==> src/rtl/mem_stage_access_pkg.sv <==
// Shared widths, timeout default and FSM encoding for the MEM stage.
package mem_stage_access_pkg;

    localparam int ADDR_LEN        = 32;
    localparam int DATA_LEN        = 32;
    localparam int REG_ADDR_LEN    = 5;
    localparam int TIMEOUT_DEFAULT = 16;

    typedef enum logic [1:0] {
        ST_IDLE = 2'd0,
        ST_BUSY = 2'd1,
        ST_DONE = 2'd2
    } state_t;

endpackage

==> src/rtl/mem_stage_access_if.sv <==
// Request/acknowledge data-memory bus; the MEM stage is master, the memory is slave.
interface mem_stage_access_if;
    import mem_stage_access_pkg::*;

    logic                dmem_req;
    logic                dmem_we;
    logic [ADDR_LEN-1:0] dmem_addr;
    logic [DATA_LEN-1:0] dmem_wdata;
    logic                dmem_ack;
    logic [DATA_LEN-1:0] dmem_rdata;

    modport master (
        output dmem_req, dmem_we, dmem_addr, dmem_wdata,
        input  dmem_ack, dmem_rdata
    );

    modport slave (
        input  dmem_req, dmem_we, dmem_addr, dmem_wdata,
        output dmem_ack, dmem_rdata
    );

endinterface

==> src/rtl/pipeline_reg_mem_wb.sv <==
// MEM/WB pipeline register: full load when the stage advances, control-only bubble on stall.
module pipeline_reg_mem_wb
    import mem_stage_access_pkg::*;
(
    input  logic                    clk,
    input  logic                    rst,
    input  logic                    i_load,
    input  logic                    i_bubble,
    input  logic [ADDR_LEN-1:0]     i_pc,
    input  logic [DATA_LEN-1:0]     i_alu_result,
    input  logic [DATA_LEN-1:0]     i_mem_rdata,
    input  logic [REG_ADDR_LEN-1:0] i_write_reg_addr,
    input  logic                    i_mem_to_reg,
    input  logic                    i_reg_write,
    output logic [ADDR_LEN-1:0]     o_pc,
    output logic [DATA_LEN-1:0]     o_alu_result,
    output logic [DATA_LEN-1:0]     o_mem_rdata,
    output logic [REG_ADDR_LEN-1:0] o_write_reg_addr,
    output logic                    o_mem_to_reg,
    output logic                    o_reg_write
);

    always_ff @(posedge clk or posedge rst) begin
        if (rst) begin
            o_pc             <= '0;
            o_alu_result     <= '0;
            o_mem_rdata      <= '0;
            o_write_reg_addr <= '0;
            o_mem_to_reg     <= 1'b0;
            o_reg_write      <= 1'b0;
        end else if (i_bubble) begin
            // Only the control fields are cleared; data fields hold their last value.
            o_write_reg_addr <= '0;
            o_mem_to_reg     <= 1'b0;
            o_reg_write      <= 1'b0;
        end else if (i_load) begin
            o_pc             <= i_pc;
            o_alu_result     <= i_alu_result;
            o_mem_rdata      <= i_mem_rdata;
            o_write_reg_addr <= i_write_reg_addr;
            o_mem_to_reg     <= i_mem_to_reg;
            o_reg_write      <= i_reg_write;
        end
    end

endmodule

==> src/rtl/mem_stage_access.sv <==
// MEM-stage controller: issues variable-latency data-memory accesses, stalls the
// pipeline while one is outstanding, and owns the MEM/WB register.
module mem_stage_access
    import mem_stage_access_pkg::*;
#(
    parameter int TIMEOUT = TIMEOUT_DEFAULT,
    parameter int CNT_W   = 5
) (
    input  logic                    clk,
    input  logic                    rst,
    input  logic [ADDR_LEN-1:0]     pc_mem,
    input  logic [DATA_LEN-1:0]     alu_result_mem,
    input  logic [DATA_LEN-1:0]     reg2_data_mem,
    input  logic [REG_ADDR_LEN-1:0] write_reg_addr_mem,
    input  logic                    mem_to_reg_flag_mem,
    input  logic                    reg_write_flag_mem,
    input  logic                    mem_read_flag_mem,
    input  logic                    mem_write_flag_mem,
    mem_stage_access_if.master      dmem,
    output logic                    mem_stall,
    output logic                    mem_err,
    output logic [ADDR_LEN-1:0]     pc_wb,
    output logic [DATA_LEN-1:0]     alu_result_wb,
    output logic [DATA_LEN-1:0]     mem_rdata_wb,
    output logic [REG_ADDR_LEN-1:0] write_reg_addr_wb,
    output logic                    mem_to_reg_flag_wb,
    output logic                    reg_write_flag_wb
);

    state_t              r_state;
    state_t              w_state_next;
    logic [CNT_W-1:0]    r_cnt;
    logic                r_req;
    logic                r_we;
    logic [ADDR_LEN-1:0] r_addr;
    logic [DATA_LEN-1:0] r_wdata;
    logic [DATA_LEN-1:0] r_rdata;
    logic                r_err;
    logic                r_abort;

    logic                w_access;
    logic                w_misaligned;
    logic                w_issue;
    logic                w_timeout;
    logic [DATA_LEN-1:0] w_wb_rdata;
    logic                w_wb_reg_write;

    assign w_access     = mem_read_flag_mem | mem_write_flag_mem;
    assign w_misaligned = w_access & (alu_result_mem[1:0] != 2'b00);
    assign w_issue      = (r_state == ST_IDLE) & w_access & ~w_misaligned;
    assign w_timeout    = (r_cnt == CNT_W'(TIMEOUT - 1));

    always_comb begin
        // NOTE: every output of this block gets a default first so no latch is inferred.
        w_state_next = r_state;
        mem_stall    = 1'b0;
        case (r_state)
            ST_IDLE: begin
                if (w_issue) begin
                    mem_stall    = 1'b1;
                    w_state_next = ST_BUSY;
                end
            end
            ST_BUSY: begin
                mem_stall = 1'b1;
                if (dmem.dmem_ack || w_timeout) w_state_next = ST_DONE;
            end
            ST_DONE: w_state_next = ST_IDLE;
            default: w_state_next = ST_IDLE;
        endcase
    end

    // NOTE: sequential state uses non-blocking assignments so all registers update together.
    always_ff @(posedge clk or posedge rst) begin
        if (rst) begin
            r_state <= ST_IDLE;
            r_cnt   <= '0;
            r_req   <= 1'b0;
            r_we    <= 1'b0;
            r_addr  <= '0;
            r_wdata <= '0;
            r_rdata <= '0;
            r_err   <= 1'b0;
            r_abort <= 1'b0;
        end else begin
            r_state <= w_state_next;
            case (r_state)
                ST_IDLE: begin
                    if (w_issue) begin
                        r_req   <= 1'b1;
                        r_we    <= mem_write_flag_mem;
                        r_addr  <= alu_result_mem;
                        r_wdata <= reg2_data_mem;
                        r_cnt   <= '0;
                        r_abort <= 1'b0;
                    end else if (w_misaligned) begin
                        r_err <= 1'b1;
                    end
                end
                ST_BUSY: begin
                    if (dmem.dmem_ack) begin
                        r_rdata <= dmem.dmem_rdata;
                        r_req   <= 1'b0;
                    end else if (w_timeout) begin
                        r_req   <= 1'b0;
                        r_err   <= 1'b1;
                        r_rdata <= '0;
                        r_abort <= 1'b1;
                    end else begin
                        r_cnt <= r_cnt + 1'b1;
                    end
                end
                default: ;
            endcase
        end
    end

    assign dmem.dmem_req   = r_req;
    assign dmem.dmem_we    = r_we;
    assign dmem.dmem_addr  = r_addr;
    assign dmem.dmem_wdata = r_wdata;
    assign mem_err         = r_err;

    // Read-and-write counts as a store, so only a pure load forwards read data.
    assign w_wb_rdata     = (mem_read_flag_mem & ~mem_write_flag_mem) ? r_rdata : '0;
    assign w_wb_reg_write = reg_write_flag_mem & ~w_misaligned
                          & ~((r_state == ST_DONE) & r_abort);

    pipeline_reg_mem_wb u_mem_wb (
        .clk              (clk),
        .rst              (rst),
        .i_load           (~mem_stall),
        .i_bubble         (mem_stall),
        .i_pc             (pc_mem),
        .i_alu_result     (alu_result_mem),
        .i_mem_rdata      (w_wb_rdata),
        .i_write_reg_addr (write_reg_addr_mem),
        .i_mem_to_reg     (mem_to_reg_flag_mem),
        .i_reg_write      (w_wb_reg_write),
        .o_pc             (pc_wb),
        .o_alu_result     (alu_result_wb),
        .o_mem_rdata      (mem_rdata_wb),
        .o_write_reg_addr (write_reg_addr_wb),
        .o_mem_to_reg     (mem_to_reg_flag_wb),
        .o_reg_write      (reg_write_flag_wb)
    );

endmodule

==> src/flat_wrapper.sv <==
// flat-port wrapper written by rule: the top's interface ports become plain ports
module mem_stage_access_flat import mem_stage_access_pkg::*;
#(
    parameter int TIMEOUT = TIMEOUT_DEFAULT,
    parameter int CNT_W   = 5
)
  (clk, rst, pc_mem, alu_result_mem, reg2_data_mem, write_reg_addr_mem, mem_to_reg_flag_mem, reg_write_flag_mem, mem_read_flag_mem, mem_write_flag_mem, mem_stall, mem_err, pc_wb, alu_result_wb, mem_rdata_wb, write_reg_addr_wb, mem_to_reg_flag_wb, reg_write_flag_wb, dmem_dmem_req, dmem_dmem_we, dmem_dmem_addr, dmem_dmem_wdata, dmem_dmem_ack, dmem_dmem_rdata);
  mem_stage_access_if dmem_i ();
  input  logic clk;
  input  logic rst;
  input  logic [ADDR_LEN-1:0] pc_mem;
  input  logic [DATA_LEN-1:0] alu_result_mem;
  input  logic [DATA_LEN-1:0] reg2_data_mem;
  input  logic [REG_ADDR_LEN-1:0] write_reg_addr_mem;
  input  logic mem_to_reg_flag_mem;
  input  logic reg_write_flag_mem;
  input  logic mem_read_flag_mem;
  input  logic mem_write_flag_mem;
  output logic mem_stall;
  output logic mem_err;
  output logic [ADDR_LEN-1:0] pc_wb;
  output logic [DATA_LEN-1:0] alu_result_wb;
  output logic [DATA_LEN-1:0] mem_rdata_wb;
  output logic [REG_ADDR_LEN-1:0] write_reg_addr_wb;
  output logic mem_to_reg_flag_wb;
  output logic reg_write_flag_wb;
  output wire logic [$bits(dmem_i.dmem_req)-1:0] dmem_dmem_req;
  output wire logic [$bits(dmem_i.dmem_we)-1:0] dmem_dmem_we;
  output wire logic [$bits(dmem_i.dmem_addr)-1:0] dmem_dmem_addr;
  output wire logic [$bits(dmem_i.dmem_wdata)-1:0] dmem_dmem_wdata;
  input wire logic [$bits(dmem_i.dmem_ack)-1:0] dmem_dmem_ack;
  input wire logic [$bits(dmem_i.dmem_rdata)-1:0] dmem_dmem_rdata;
  assign dmem_dmem_req = dmem_i.dmem_req;
  assign dmem_dmem_we = dmem_i.dmem_we;
  assign dmem_dmem_addr = dmem_i.dmem_addr;
  assign dmem_dmem_wdata = dmem_i.dmem_wdata;
  assign dmem_i.dmem_ack = dmem_dmem_ack;
  assign dmem_i.dmem_rdata = dmem_dmem_rdata;
  mem_stage_access #(.TIMEOUT(TIMEOUT), .CNT_W(CNT_W)) u_core (.clk(clk), .rst(rst), .pc_mem(pc_mem), .alu_result_mem(alu_result_mem), .reg2_data_mem(reg2_data_mem), .write_reg_addr_mem(write_reg_addr_mem), .mem_to_reg_flag_mem(mem_to_reg_flag_mem), .reg_write_flag_mem(reg_write_flag_mem), .mem_read_flag_mem(mem_read_flag_mem), .mem_write_flag_mem(mem_write_flag_mem), .dmem(dmem_i), .mem_stall(mem_stall), .mem_err(mem_err), .pc_wb(pc_wb), .alu_result_wb(alu_result_wb), .mem_rdata_wb(mem_rdata_wb), .write_reg_addr_wb(write_reg_addr_wb), .mem_to_reg_flag_wb(mem_to_reg_flag_wb), .reg_write_flag_wb(reg_write_flag_wb));
endmodule
==> config.mk <==
export PLATFORM = sky130hd
export DESIGN_NAME = mem_stage_access_flat
export DESIGN_NICKNAME = d
export VERILOG_FILES = /design/src/rtl/mem_stage_access_pkg.sv /design/src/rtl/mem_stage_access_if.sv /design/src/rtl/pipeline_reg_mem_wb.sv /design/src/rtl/mem_stage_access.sv /design/src/flat_wrapper.sv
export SDC_FILE = /design/constraint.sdc
export NUM_CORES = 1
export LEC_CHECK = 0
export CAP_MARGIN = 20
export CORE_MARGIN = 2
export CORE_UTILIZATION = 45
export DETAILED_ROUTE_END_ITERATION = 16
export PLACE_DENSITY_LB_ADDON = 0.3
export SLEW_MARGIN = 20
export SYNTH_ARGS = -nofsm -noshare
export SYNTH_HDL_FRONTEND = slang
export SYNTH_HIERARCHICAL = 1
export SYNTH_SLANG_ARGS = --single-unit
==> constraint.sdc <==
create_clock -name clk -period 4.01 [get_ports clk]
set_input_delay 0.802 -clock clk [delete_from_list [all_inputs] [get_ports clk]]
set_output_delay 0.802 -clock clk [all_outputs]
set_load 0.02 [all_outputs]
Word level (Yosys, flattened, before mapping)
Index checks and enable logic that the tools add are counted.
{"block": "word_totals", "ramBits": 0, "mem_bits_ro": 0, "reg_bits": 210, "mem_count": 0, "out_inout_bits": 171, "latch_bits": 0, "input_bits": 140, "elab_cells": 76}
{"block": "classes", "mux": 26, "shifts": 0, "div": 0, "mul": 0, "reduce_logical": 12, "magnitude_cmp": 0, "eq_ne": 11, "n_addsub": 1, "bitwise_logic": 11}
{"op": "$mux W32", "count": 3}
{"op": "$mux W5", "count": 4}
{"op": "$mux W1", "count": 11}
{"op": "$pmux W5 S2", "count": 1}
{"op": "$ne A2 B1 Y1 const B", "count": 4}
{"op": "$pmux W1 S2", "count": 4}
{"op": "$reduce_and A4 Y1", "count": 2}
{"op": "$and A1 B1 Y1", "count": 7}
{"op": "$ne A2 B2 Y1 const B", "count": 3}
{"op": "$reduce_and A2 Y1", "count": 3}
{"op": "$reduce_bool A2 Y1", "count": 3}
{"op": "$add A5 B1 Y5 const B", "count": 1}
{"op": "$eq A5 B4 Y1 const B", "count": 1}
{"op": "$reduce_and A5 Y1", "count": 1}
{"op": "$mux W2", "count": 2}
{"op": "$pmux W2 S2", "count": 1}
{"op": "$ne A3 B2 Y1 const B", "count": 1}
{"op": "$not A1 Y1", "count": 3}
{"op": "$reduce_and A3 Y1", "count": 1}
{"op": "$eq A2 B1 Y1 const B", "count": 1}
{"op": "$eq A2 B2 Y1 const B", "count": 1}
{"op": "$logic_not A2 Y1", "count": 1}
{"op": "$logic_or A1 B1 Y1", "count": 1}
{"op": "$or A1 B1 Y1", "count": 1}

Logic depth before layout (Yosys ltp)
{"block": "depth", "word_depth": 7, "ltp_mapped": 10, "mapped_depth_nobuf": 7}

Hierarchy
The synthesis kept the hierarchy.
{"mod": "mem_stage_access", "area_per_inst_um2": 4523.1, "instances": 1, "seq_area_each_um2": 2677.6, "cells_each": 307}
{"mod": "pipeline_reg_mem_wb", "area_per_inst_um2": 4090.2, "instances": 1, "seq_area_each_um2": 2577.5, "cells_each": 228}

Worst setup path after synthesis
No wires, ideal clock.
{"block": "synth_timing", "kind": "in2reg", "start": "input mem_write_flag_mem", "end": "register u_core.u_mem_wb.o_alu_result[10]", "setup_slack_ns": 1.355, "arrival_time_ns": 2.529, "required_time_ns": 3.885, "path_stages": 10, "setup_ns": 0.125, "path_buffers": 4, "cell_sequence": "nor2_1 nor3_1 o21bai_1 inv_1 buf_4 nor2b_4 buf_6 buf_12 buf_12 mux2_4"}
{"block": "synth_via", "elab_chain_len": 6, "elab_cells_between_ends": 7, "classes_between": "mux: 2; bitwise: 5"}
{"item": "start, declared", "line_no": "flat_wrapper.sv:18", "text": "input logic mem_write_flag_mem;"}
{"item": "$or A1 B1 Y1 (*)", "line_no": "mem_stage_access.sv:48", "text": "assign w_access = mem_read_flag_mem | mem_write_flag_mem;"}
{"item": "$and A1 B1 Y1", "line_no": "mem_stage_access.sv:49", "text": "assign w_misaligned = w_access & (alu_result_mem[1:0] != 2'b00);"}
{"item": "$not A1 Y1", "line_no": "mem_stage_access.sv:50", "text": "assign w_issue = (r_state == ST_IDLE) & w_access & ~w_misaligned;"}
{"item": "$and A1 B1 Y1 (*)", "line_no": "mem_stage_access.sv:50"}
{"item": "$mux W1 (*)", "line_no": "mem_stage_access.sv:59", "text": "if (w_issue) begin"}
{"item": "$pmux W1 S2 (*)", "line_no": "mem_stage_access.sv:57", "text": "case (r_state)"}
{"item": "named net mem_stall", "line_no": "flat_wrapper.sv:19", "text": "output logic mem_stall;"}
{"item": "end signal, assigned", "line_no": "pipeline_reg_mem_wb.sv:38", "text": "o_alu_result <= i_alu_result;"}
{"item": "end, declared", "line_no": "pipeline_reg_mem_wb.sv:16", "text": "output logic [DATA_LEN-1:0] o_alu_result,"}
Mark *: on every way through the listed nets, which the timed path passes. The rest lies on a longest branch.
A chain may end at the register's enable or synchronous reset.

Worst setup path after layout
{"block": "layout_timing", "start": "input mem_write_flag_mem", "end": "output mem_stall"}
{"block": "layout_via", "elab_chain_len": 6, "elab_cells_between_ends": 7, "classes_between": "mux: 2; bitwise: 5"}
{"item": "$or A1 B1 Y1 (*)", "line_no": "mem_stage_access.sv:48"}
{"item": "$and A1 B1 Y1", "line_no": "mem_stage_access.sv:49"}
{"item": "$not A1 Y1", "line_no": "mem_stage_access.sv:50"}
{"item": "$and A1 B1 Y1 (*)", "line_no": "mem_stage_access.sv:50"}
{"item": "$mux W1 (*)", "line_no": "mem_stage_access.sv:59"}
{"item": "$pmux W1 S2 (*)", "line_no": "mem_stage_access.sv:57"}
{"item": "end, declared", "line_no": "flat_wrapper.sv:19"}
Mark *: on every way between the ends. The rest lies on a longest branch, timed or not.

==> flow_metrics.env <==
export IMPL_final_antenna_net_count=0
export IMPL_core_area_um2=18800
export IMPL_grt_pass1_vias=6143
export IMPL_place_hpwl_um=15400
export IMPL_replace_congestion=0.823
export IMPL_postSynthAreaPerCell_um2=16.1
export IMPL_crit_fanout=4
export IMPL_timing_max_transition_violations_final=0
export IMPL_place_inst=1059
export IMPL_net_count_synth=678
export IMPL_drt_first_pass_iters=4
export IMPL_whs_path_depth=1
export IMPL_vias_per_cell=5.14
export IMPL_gr_layer_usage_met3=0.0579
export IMPL_static_leakage_uw=0.00566
export IMPL_netlist_instances=535
export IMPL_final_setup_tns_ns=0
export IMPL_synth_ff_type="sky130_fd_sc_hd__dfrtp_1"
export IMPL_die_h_um=142
export IMPL_placementRows=50
export IMPL_status="completed"
export IMPL_synthDominantCellAreaShare=0.610
export IMPL_met1_usage=0.286
export IMPL_cts_root_buffer_cell="sky130_fd_sc_hd__clkbuf_16"
export IMPL_critical_path_max_stage_delay_ns=0.62
export IMPL_numClockSinks=210
export IMPL_critical_path_endpoint_type="primary output"
export IMPL_rsz_0062_raised_after_global_routing="no"
export IMPL_wire_per_inst_um=20.3
export IMPL_clk_path_buf_depth=3
export IMPL_initial_utilization=0.459
export IMPL_relSlewSlack=0.499
export IMPL_endpoint_of_the_worst_slack_reg_to_reg_timing_path="u_core/u_mem_wb/o_mem_rdata[11]"
export IMPL_routed_via_count=5663
export IMPL_power_per_cell_area_nw_per_um2=613
export IMPL_drt_drc_violations_left=0
export IMPL_yosysUniqueCellTypes=37
export IMPL_antenna_found_initial=2
export IMPL_grt_ovfl_total=0
export IMPL_cp_common_cell="sky130_fd_sc_hd__clkdlybuf4s50_1"
export IMPL_cap_violations=0
export IMPL_insertion_delay_ns=0.50
export IMPL_cts_hold_repair_buffers=0
export IMPL_layout_min_cycle_time_ns=3.30
export IMPL_ir_drop_uv=363
export IMPL_critical_path_startpoint_type="primary input"
export IMPL_numPortBuffers=310
export IMPL_holdCritStartpoint="u_core/r_rdata[4]"
export IMPL_htree_num_levels=1
export IMPL_ff2ff_setup_slack_ns=1.53
export IMPL_yosysTopAreaCell="sky130_fd_sc_hd__dfrtp_1"
export IMPL_worst_path_arrival_time_ns=2.50
export IMPL_route_final_wire_length_um=22400
export IMPL_final_hold_viol_count=0
export IMPL_path_class="in2out"
export IMPL_tritoncts="done"
export IMPL_design_die_area_um2=20300
export IMPL_crit_chain="clkdlybuf4s50_1, nor2_1, nor3_1, o21bai_1, inv_1, clkdlybuf4s50_1"
export IMPL_layout_area_seq_um2=5260
export IMPL_slowest_stage="sky130_fd_sc_hd__clkdlybuf4s50_1"
export IMPL_die_x_um=142
export IMPL_min_to="u_core/r_rdata[4]"
export IMPL_final_net_count=993
export IMPL_layout_cells_most_common_list="310 x sky130_fd_sc_hd__clkdlybuf4s50_1, 210 x sky130_fd_sc_hd__dfrtp_1, 83 x sky130_fd_sc_hd__mux2_2"
export IMPL_final_setup_viol_count=0
export IMPL_min_path_type="reg2reg"
export IMPL_cts_resized=0
export IMPL_max_clock_freq_mhz=303
export IMPL_cts_buffers=23
export IMPL_area_growth_syn_to_layout_pct=46.2
export IMPL_finalNonFillerCells=1102
export IMPL_required_ns=3.21
export IMPL_r2r_start="u_core/r_state[0]"
export IMPL_grt_pass1_wl_um=35200
export IMPL_critPathBufInv=3
export IMPL_crit_family="buffers and inverters"
export IMPL_grt_use_met2=0.366
export IMPL_post_synth_main_area_contributors="sky130_fd_sc_hd__dfrtp_1 61%, sky130_fd_sc_hd__mux2_4 13%, sky130_fd_sc_hd__mux2_2 11%"
export IMPL_dp_slack_ns=0.604
export IMPL_grt_start_max_net_pins=64
export IMPL_share_of_synthesized_area_occupied_by_flip_flops_and_latches=0.610
export IMPL_layout_commonest_cell="sky130_fd_sc_hd__clkdlybuf4s50_1"
export IMPL_starting_drc_count_in_detailed_routing=199
export IMPL_pin_count=311
export IMPL_cts_reportedPaths_clkPinSlew_ns=0.06
export IMPL_netlist_area_um2=8610
export IMPL_synth_edff_count=0
export IMPL_max_slew_worst_pin_slew_ns=0.751
export IMPL_yosys_warnings=6
export IMPL_postCtsSetupRepairBufs=0
export IMPL_ys_seq_elements=210
export IMPL_ys_async_sr_fraction=1.00
export IMPL_finalWorstSetupSlack_ns=0.708
export IMPL_timing_final_crit_share=0.823
export IMPL_gr_max_usage_layer="met2"
export IMPL_timing_clock_skew_ns=0.0122
export IMPL_fill_cells=1314
export IMPL_grt_util_all_layers=0.220
export IMPL_multi_input_comb_area_um2=3010
export IMPL_post_route_cells_drive_above_1_share=0.251
export IMPL_number_of_cell_instances_on_the_worst_register_to_register_path=5
stage by stage:
stage,total power [uW],util,area (um^2),hold slack (ns)
3_3_place_gp,5600,0.631,11800,0.469
4_1_cts,7810,0.671,12600,0.493
5_1_grt,8070,0.671,12600,0.503
2_1_floorplan,4440,-,8610,0.458
3_5_place_dp,5680,0.631,11800,0.469
6_report,7720,0.671,12600,0.490
layout make-up:
cell class,count,area share
sequential,210,0.417
tap,234,0.0232
clock inverter,7,0.00527
antenna,2,0.000397
timing repair buffer,321,0.258
inverter,6,0.00219
clock buffer,34,0.0545
multi-input combinational,288,0.239
logic make-up after synthesis:
logic type,share of synthesized area
flops,0.610
simple gates,0.0474
fa+ha+maj,0.00436
compound gates,0.0476
mux,0.249
buf+inv,0.0414
layer usage:
metal,share of wire,wire length (um)
met2,0.49,11000
met4,0.024,545
met1,0.41,9160
met3,0.074,1650
met5,0,0
synthesized netlist by cell type (4+ instances only):
| cell type | count |
|---|---|
| sky130_fd_sc_hd__dfrtp_1 | 210 |
| sky130_fd_sc_hd__mux2_2 | 83 |
| sky130_fd_sc_hd__mux2_4 | 76 |
| sky130_fd_sc_hd__a22o_1 | 36 |
| sky130_fd_sc_hd__and2_1 | 32 |
| sky130_fd_sc_hd__nor2_1 | 14 |
| sky130_fd_sc_hd__buf_12 | 9 |
| sky130_fd_sc_hd__buf_4 | 8 |
| sky130_fd_sc_hd__mux2i_1 | 7 |
| sky130_fd_sc_hd__buf_2 | 6 |
| sky130_fd_sc_hd__inv_1 | 6 |
| sky130_fd_sc_hd__nand2_1 | 5 |
| sky130_fd_sc_hd__clkbuf_1 | 4 |
worst max-delay path by stage:
| stage | startpoint | end | slack [ns] | depth (start not counted) |
|---|---|---|---|---|
| after detailed placement | mem_write_flag_mem | u_core/u_mem_wb/o_mem_rdata[21] | 0.60 | 8 |
| after global routing | mem_write_flag_mem | mem_stall | 0.61 | 6 |
| after floorplan | rst | u_core/dmem.dmem_addr[0] | 0.39 | 1 |
| after global placement | mem_write_flag_mem | u_core/u_mem_wb/o_mem_rdata[27] | 0.64 | 8 |
| final | mem_write_flag_mem | mem_stall | 0.71 | 6 |
| after CTS | mem_write_flag_mem | mem_stall | 0.72 | 6 |
report_power, final:
group	leakage (uW)	switching, uW	total, uW	internal, uW
logic	0.00271	1180	2660	1480
registers	0.00257	318	2990	2670
clock network	0.000373	828	2070	1250
(Power assumes the default switching activity.)
